File: config.mk
export PLATFORM = sky130hd
export DESIGN_NAME = sprite_cmd_scheduler
export DESIGN_NICKNAME = d
export VERILOG_FILES = /design/src/rtl/sprite_sched_pkg.sv /design/src/rtl/sprite_cmd_fifo.sv /design/src/rtl/sprite_cmd_scheduler.sv
export SDC_FILE = /design/constraint.sdc
export NUM_CORES = 1
export LEC_CHECK = 0
export ABC_CLOCK_PERIOD_IN_PS = 3450
export BUFFER_PORTS_ARGS = -buffer_cell sky130_fd_sc_hd__buf_2
export CAP_MARGIN = 20
export CORE_ASPECT_RATIO = 2
export CORE_MARGIN = 2
export CORE_UTILIZATION = 60
export DETAILED_ROUTE_END_ITERATION = 7
export PLACE_DENSITY = 0.88
export SLEW_MARGIN = 20
export SYNTH_ARGS = -nofsm -noshare
export SYNTH_HDL_FRONTEND = slang
export SYNTH_SLANG_ARGS = --single-unit
File: constraint.sdc
create_clock -name clk -period 3.45 [get_ports clk]
set_input_delay 0.1725 -clock clk [delete_from_list [all_inputs] [get_ports clk]]
set_output_delay 0.1725 -clock clk [all_outputs]
set_load 0.05 [all_outputs]
File: src/rtl/sprite_sched_pkg.sv
// rtl/sprite_sched_pkg.sv - shared command fields, states and FIFO entry type for the sprite scheduler
package sprite_sched_pkg;

  localparam int CMD_W       = 32;
  localparam int COMP_ID_LSB = 26;
  localparam int CHILD_LSB   = 21;
  localparam int CTRL_LSB    = 17;
  localparam int DTYPE_LSB   = 14;
  localparam int BUF_SEL_BIT = 13;
  localparam int MSG_LSB     = 0;

  localparam logic [3:0] CTRL_NOP    = 4'h0;
  localparam logic [3:0] CTRL_UPDATE = 4'h1;
  localparam logic [3:0] CTRL_SWAP   = 4'hF;

  typedef enum logic [1:0] {
    ST_IDLE,
    ST_DRAIN,
    ST_WAIT_VBL,
    ST_SWAP
  } sched_state_t;

  // marker=1 entries are buffer-swap commits; their word is unused
  typedef struct packed {
    logic             marker;
    logic [CMD_W-1:0] word;
  } fifo_entry_t;

  function automatic logic [CMD_W-1:0] stamp_buffer(input logic [CMD_W-1:0] word,
                                                    input logic             buf_sel);
    logic [CMD_W-1:0] w;
    w              = word;
    w[BUF_SEL_BIT] = buf_sel;
    return w;
  endfunction

  function automatic logic [CMD_W-1:0] swap_word(input logic buf_sel);
    logic [CMD_W-1:0] w;
    w                   = '0;
    w[CTRL_LSB +: 4]    = CTRL_SWAP;
    w[BUF_SEL_BIT]      = buf_sel;
    return w;
  endfunction

endpackage

File: src/rtl/sprite_cmd_fifo.sv
// rtl/sprite_cmd_fifo.sv - synchronous command FIFO with registered read data and head marker peek
module sprite_cmd_fifo
  import sprite_sched_pkg::*;
#(
  parameter  int DEPTH = 16,
  localparam int AW    = $clog2(DEPTH),
  localparam int CW    = AW + 1
) (
  input  logic          clk,
  input  logic          reset,
  input  logic          push,
  input  fifo_entry_t   push_data,
  input  logic          pop,
  output fifo_entry_t   rd_data,
  output logic          head_marker,
  output logic          full,
  output logic          empty,
  output logic [CW-1:0] count
);

  fifo_entry_t   mem_q [DEPTH];
  fifo_entry_t   rd_data_q, rd_data_d;
  logic [AW-1:0] wr_ptr_q, wr_ptr_d;
  logic [AW-1:0] rd_ptr_q, rd_ptr_d;
  logic [CW-1:0] count_q, count_d;
  logic          push_ok;
  logic          pop_ok;

  assign full        = (count_q == CW'(DEPTH));
  assign empty       = (count_q == '0);
  assign count       = count_q;
  assign rd_data     = rd_data_q;
  assign head_marker = mem_q[rd_ptr_q].marker;

  // a full FIFO refuses pushes even when a pop happens in the same cycle
  assign push_ok = push && !full;
  assign pop_ok  = pop && !empty;

  always_comb begin
    wr_ptr_d  = wr_ptr_q;
    rd_ptr_d  = rd_ptr_q;
    count_d   = count_q;
    rd_data_d = rd_data_q;
    if (push_ok) begin
      wr_ptr_d = wr_ptr_q + AW'(1);
    end
    if (pop_ok) begin
      rd_ptr_d  = rd_ptr_q + AW'(1);
      rd_data_d = mem_q[rd_ptr_q];
    end
    if (push_ok && !pop_ok) begin
      count_d = count_q + CW'(1);
    end else if (!push_ok && pop_ok) begin
      count_d = count_q - CW'(1);
    end
  end

  always_ff @(posedge clk) begin
    if (push_ok) begin
      mem_q[wr_ptr_q] <= push_data;
    end
  end

  always_ff @(posedge clk or posedge reset) begin
    if (reset) begin
      wr_ptr_q  <= '0;
      rd_ptr_q  <= '0;
      count_q   <= '0;
      rd_data_q <= '0;
    end else begin
      wr_ptr_q  <= wr_ptr_d;
      rd_ptr_q  <= rd_ptr_d;
      count_q   <= count_d;
      rd_data_q <= rd_data_d;
    end
  end

endmodule

File: src/rtl/sprite_cmd_scheduler.sv
// rtl/sprite_cmd_scheduler.sv - Avalon-MM command queue that broadcasts sprite commands and swaps buffers on vblank
module sprite_cmd_scheduler
  import sprite_sched_pkg::*;
#(
  parameter int         FIFO_DEPTH  = 16,
  parameter logic [9:0] VBLANK_LINE = 10'd480
) (
  input  logic        clk,
  input  logic        reset,
  input  logic        chipselect,
  input  logic        write,
  input  logic        read,
  input  logic [1:0]  address,
  input  logic [31:0] writedata,
  output logic [31:0] readdata,
  output logic        waitrequest,
  input  logic [9:0]  hcount,
  input  logic [9:0]  vcount,
  output logic [31:0] cmd_out,
  output logic        active_buffer
);

  localparam int CW = $clog2(FIFO_DEPTH) + 1;

  sched_state_t  state_q, state_d;
  logic          shown_q, shown_d;
  logic          active_buffer_q, active_buffer_d;
  logic [15:0]   frame_count_q, frame_count_d;
  logic [31:0]   readdata_q, readdata_d;

  logic          push;
  logic          pop;
  fifo_entry_t   push_data;
  fifo_entry_t   fifo_rd_data;
  logic          fifo_head_marker;
  logic          fifo_full;
  logic          fifo_empty;
  logic [CW-1:0] fifo_count;
  logic [5:0]    count6;
  logic          vblank;
  logic [31:0]   status;

  assign waitrequest   = chipselect && write && fifo_full;
  assign push          = chipselect && write && !fifo_full &&
                         ((address == 2'd0) || (address == 2'd1));
  assign active_buffer = active_buffer_q;
  assign readdata      = readdata_q;
  assign vblank        = (vcount == VBLANK_LINE) && (hcount == 10'd0);
  assign count6        = 6'(fifo_count);
  assign status        = {frame_count_q, 7'h0, count6, (state_q == ST_WAIT_VBL),
                          active_buffer_q, fifo_full};

  // commands are stamped for the back buffer as seen at the moment they are queued
  always_comb begin
    push_data.marker = (address == 2'd1);
    push_data.word   = (address == 2'd1) ? 32'h0 : stamp_buffer(writedata, ~active_buffer_q);
  end

  sprite_cmd_fifo #(
    .DEPTH (FIFO_DEPTH)
  ) u_fifo (
    .clk         (clk),
    .reset       (reset),
    .push        (push),
    .push_data   (push_data),
    .pop         (pop),
    .rd_data     (fifo_rd_data),
    .head_marker (fifo_head_marker),
    .full        (fifo_full),
    .empty       (fifo_empty),
    .count       (fifo_count)
  );

  always_comb begin
    state_d         = state_q;
    pop             = 1'b0;
    shown_d         = 1'b0;
    active_buffer_d = active_buffer_q;
    frame_count_d   = frame_count_q;
    case (state_q)
      ST_IDLE: begin
        if (!fifo_empty) state_d = ST_DRAIN;
      end
      ST_DRAIN: begin
        if (fifo_empty) begin
          state_d = ST_IDLE;
        end else begin
          pop     = 1'b1;
          shown_d = 1'b1;
          if (fifo_head_marker) begin
            state_d = ST_WAIT_VBL;
          end else if ((fifo_count == CW'(1)) && !push) begin
            state_d = ST_IDLE;
          end
        end
      end
      ST_WAIT_VBL: begin
        if (vblank) state_d = ST_SWAP;
      end
      ST_SWAP: begin
        active_buffer_d = ~active_buffer_q;
        frame_count_d   = frame_count_q + 16'd1;
        state_d         = (fifo_empty && !push) ? ST_IDLE : ST_DRAIN;
      end
      default: state_d = ST_IDLE;
    endcase
  end

  // popped markers read back as a no-op cycle
  always_comb begin
    cmd_out = 32'h0;
    if (shown_q && !fifo_rd_data.marker) begin
      cmd_out = fifo_rd_data.word;
    end else if (state_q == ST_SWAP) begin
      cmd_out = swap_word(~active_buffer_q);
    end
  end

  always_comb begin
    readdata_d = readdata_q;
    if (chipselect && read) begin
      readdata_d = (address == 2'd2) ? status : 32'h0;
    end
  end

  always_ff @(posedge clk or posedge reset) begin
    if (reset) begin
      state_q         <= ST_IDLE;
      shown_q         <= 1'b0;
      active_buffer_q <= 1'b0;
      frame_count_q   <= 16'h0;
      readdata_q      <= 32'h0;
    end else begin
      state_q         <= state_d;
      shown_q         <= shown_d;
      active_buffer_q <= active_buffer_d;
      frame_count_q   <= frame_count_d;
      readdata_q      <= readdata_d;
    end
  end

endmodule
==> summary.md <==
| Metric | Value |
|---|---|
| Outcome | finished, final reports clean |
| Total Wirelength | 56.3 mm |
| Layout Cells excl Fill | 1902 |
| Clock slew at reported path FFs | 0.07 ns |
| Tmin final | 3.09 ns |
| Max Freq | 0.324 GHz |
| Syn Inst Count | 1187 |
| Core ar. | 39600 sq um |
| Avg Inst Size Synth | 20.3 sq um |
| Post-synth top area cell | edfxtp_1 |
| R2R depth | 6 |
| Worst slew pin tran | 0.930 ns |
| Gr usage total | 0.273 |
| Final period util | 0.895 |
| # setup viols final | 0 |
| Synth top area share | 0.657 |
| Total global routing overflow | 0 |
| Drt drc | 0 |
| Max-slew violations | 0 |
| Remaining antenna violation count | 0 |
| Routed len/inst | 29.6 um |
| Synth top area cells | edfxtp_1 (66%), mux4_2 (12%), dfrtp_1 (9.3%), mux2i_1 (2.8%), and2_1 (1.9%) |
| Post-DP HPWL | 31.6 mm |
| CP max stage cell | a31oi_2 |
| Yosys warnings | 0 |
| Total power | 21.0 mW |
| Layout area overhead | 12.9% |
| Die H | 288 um |
| Inst Count DP | 1811 |
| CP endpoint kind | flop |
| Port bufs | 115 |
| Area of the multi-input gates | 5710 sq um |
| Largest net degree at the start of global routing | 53 |
| HP Class | input pin to flop |
| Reg-to-reg startpoint | u_fifo.count[0] |
| Critical path class | flop to flop |
| CTS tree | yes |
| Most frequent cells in the layout | edfxtp_1 (528), mux4_2 (132), buf_2 (115) |
| Distinct cell type count after synthesis | 48 |
| Crit Reg-Reg Endpoint | u_fifo.mem_q[1][23] |
| First-pass GRT wire length | 83.2 mm |
| Clk Latency, worst-skew pair | 0.59 ns |
| Initial cell density of the core | 0.610 |
| # fillers | 2274 |
| Post-synthesis cell area | 24100 sq um |
| RSZ-0062 raised after global routing | no |
| FF+latch area | 18100 sq um |
| Worst slack, placed | 0.579 ns |
| Power Dens Cells | 769 nW/um^2 |
| Switching power of the nets | 6.64 mW |
| Required time of the critical path | 3.71 ns |
| TritonCTS Buffers | 48 |
| Vias in the first global route | 13200 |
| Number of synthesized flops with an enable pin | 528 |
| Pleak | 9.66 nW |
| RePlAce Congestion | 0.793 |
| I/O pins | 125 |
| Bufs and invs on worst path | 2 |
| Final Hold Fails | 0 |
| Vias | 12600 |
| R2R setup slack | 0.36 ns |
| Clock Power Share | 0.266 |
| Fin nets | 1407 |
| Layout cell share with drive strength beyond 1 | 0.284 |
| Main synth FF type | edfxtp_1 |
| Die ar. | 41900 sq um |
| FFs w/ async S/R, synth | 0.146 |
| Sw frac | 0.317 |
| Commonest non-fill, non-tap cell in the layout | edfxtp_1 |
| Initial antenna violation count | 0 |
| Slowest stage delay, CP | 0.59 ns |
| 1st-iter DRT viols | 1511 |
| Clock Path Buffers | 3 |
| Critical Path Start | u_fifo.count[0] |
| Final Skew | 0.0218 ns |
| H-tree depth | 2 |
| Critical Path End | u_fifo.mem_q[1][23] |
| Die W | 146 um |
| Gate power share | 0.284 |
| Post-CTS Resized | 0 |
| Number of clock sinks | 618 |
| Rows | 103 |
| Vias per cell | 6.60 |
| CP max FO | 23 |
| Max-slew headroom | 0.378 |
| Antenna diode count | 0 |
| Min setup slack post-route | 0.361 ns |
| Register area share after synthesis | 0.751 |
| Pre-Repair DR Iteration Count | 5 |
| Part of the power in registers | 0.450 |
| Seq cells post-synth | 618 |
| Max-Cap Viols | 0 |
| Internal Pwr Total | 14.3 mW |
| Crit. path cell count | 6 |
| Arr. time, crit path | 3.35 ns |
| Cell family with most CP delay | simple AND/OR/NAND/NOR gates |
| Root buf cell | clkbuf_16 |
| Setup crit start kind | flop |
| Setup TNS | 0 ns |
| Crit-path cells | inv_1 > ha_1 > a31oi_2 > nor3b_1 > and2_2 > buf_12 |
| Peak VDD IR | 0.498 mV |
| Setup Fix Bufs, Post-CTS | 0 |
==> metal layers <==
metal / wire length, um / GRT usage / vias up / part of all wire
met4: 3400 / 0.156 / 0 / 0.060
met5: 0 / 0 / - / 0
li1: - / - / 5072 / -
met2: 29700 / 0.477 / 846 / 0.53
met1: 18700 / 0.327 / 6435 / 0.33
met3: 4520 / 0.0368 / 206 / 0.080
==> repair_timing <==
action,in CTS,in global routing
hold buffers,1,0
endpoints found under the hold margin,50,0
endpoints found under the setup margin,0,0
==> flip-flops by register name, indices dropped and copies added (netlist names), named ones only <==
name             cells
u_fifo.count         5
u_fifo.mem_q       528
u_fifo.rd_data      33
frame_count_q       16
shown_q              1
active_buffer        1
state_q              1
u_fifo.rd_ptr_q      4
readdata            24
u_fifo.wr_ptr_q      4
==> metrics by stage <==
| step | util | instance area (sq um) | hold slack (ns) |
|---|---|---|---|
| 6_report | 0.689 | 27200 | 0.133 |
| 5_1_grt | 0.689 | 27200 | 0.142 |
| 4_1_cts | 0.689 | 27200 | 0.125 |
| 3_5_place_dp | 0.649 | 25700 | 0.344 |
| 3_3_place_gp | 0.649 | 25700 | 0.331 |
| 2_1_floorplan | - | 24100 | 0.442 |
==> power groups by stage <==
stage | registers (mW) | logic [mW] | clock network (mW)
after global placement | 9.52 | 5.54 | 0
after floorplan | 9.15 | 4.52 | 0
after global routing | 9.48 | 6.27 | 5.86
after CTS | 9.42 | 5.96 | 5.60
after detailed placement | 9.56 | 5.82 | 0
final | 9.44 | 5.94 | 5.58
==> worst min-delay path: stages <==
cell and delay, ns:
buf_2 0.07, nor4_1 0.04, nand4_1 0.06, nor3_1 0.06, a211o_1 0.26
==> worst min path at each step <==
stage	from	endpoint	slack [ns]	cells past startpoint
2_1_floorplan	frame_count_q[15]	frame_count_q[15]	0.44	1
3_3_place_gp	reset	readdata[22]	0.33	2
3_5_place_dp	reset	u_fifo.rd_data[15]	0.34	2
4_1_cts	hcount[3]	state_q[0]	0.13	5
5_1_grt	hcount[5]	state_q[0]	0.14	5
6_report	hcount[3]	state_q[0]	0.13	5
==> cell families after synthesis <==
family          synth area share
compound gates            0.0246
xor+xnor                 0.00980
other cells             0.000155
mux                        0.152
buf+inv                   0.0152
fa+ha+maj                0.00571
flops                      0.751
simple gates              0.0420
==> area by class of cell <==
cell class                      count  area share
Timing Repair Buffer              161      0.0422
Clock buffer                       67      0.0493
Sequential cell                   618       0.665
Inverter                           10     0.00147
Clock inverter                     23     0.00836
Multi-Input combinational cell    498       0.210
Tap cell                          525      0.0241
==> Yosys cell counts (3+ instances only) <==
| cell | count |
|---|---|
| a21o_1 | 4 |
| and2_1 | 74 |
| xor2_1 | 11 |
| and3b_1 | 3 |
| nand2b_1 | 3 |
| nand4_1 | 7 |
| mux2i_1 | 67 |
| nand3b_1 | 3 |
| buf_2 | 29 |
| edfxtp_1 | 528 |
| dfrtp_1 | 90 |
| o21ai_0 | 5 |
| buf_1 | 11 |
| buf_4 | 8 |
| a22o_1 | 22 |
| nor2_1 | 11 |
| o221ai_1 | 32 |
| mux4_2 | 132 |
| inv_1 | 9 |
| xnor2_1 | 16 |
| nand3_1 | 8 |
| nand2_1 | 52 |
| clkbuf_1 | 19 |
| ha_1 | 11 |
(Power assumes the default switching activity.)
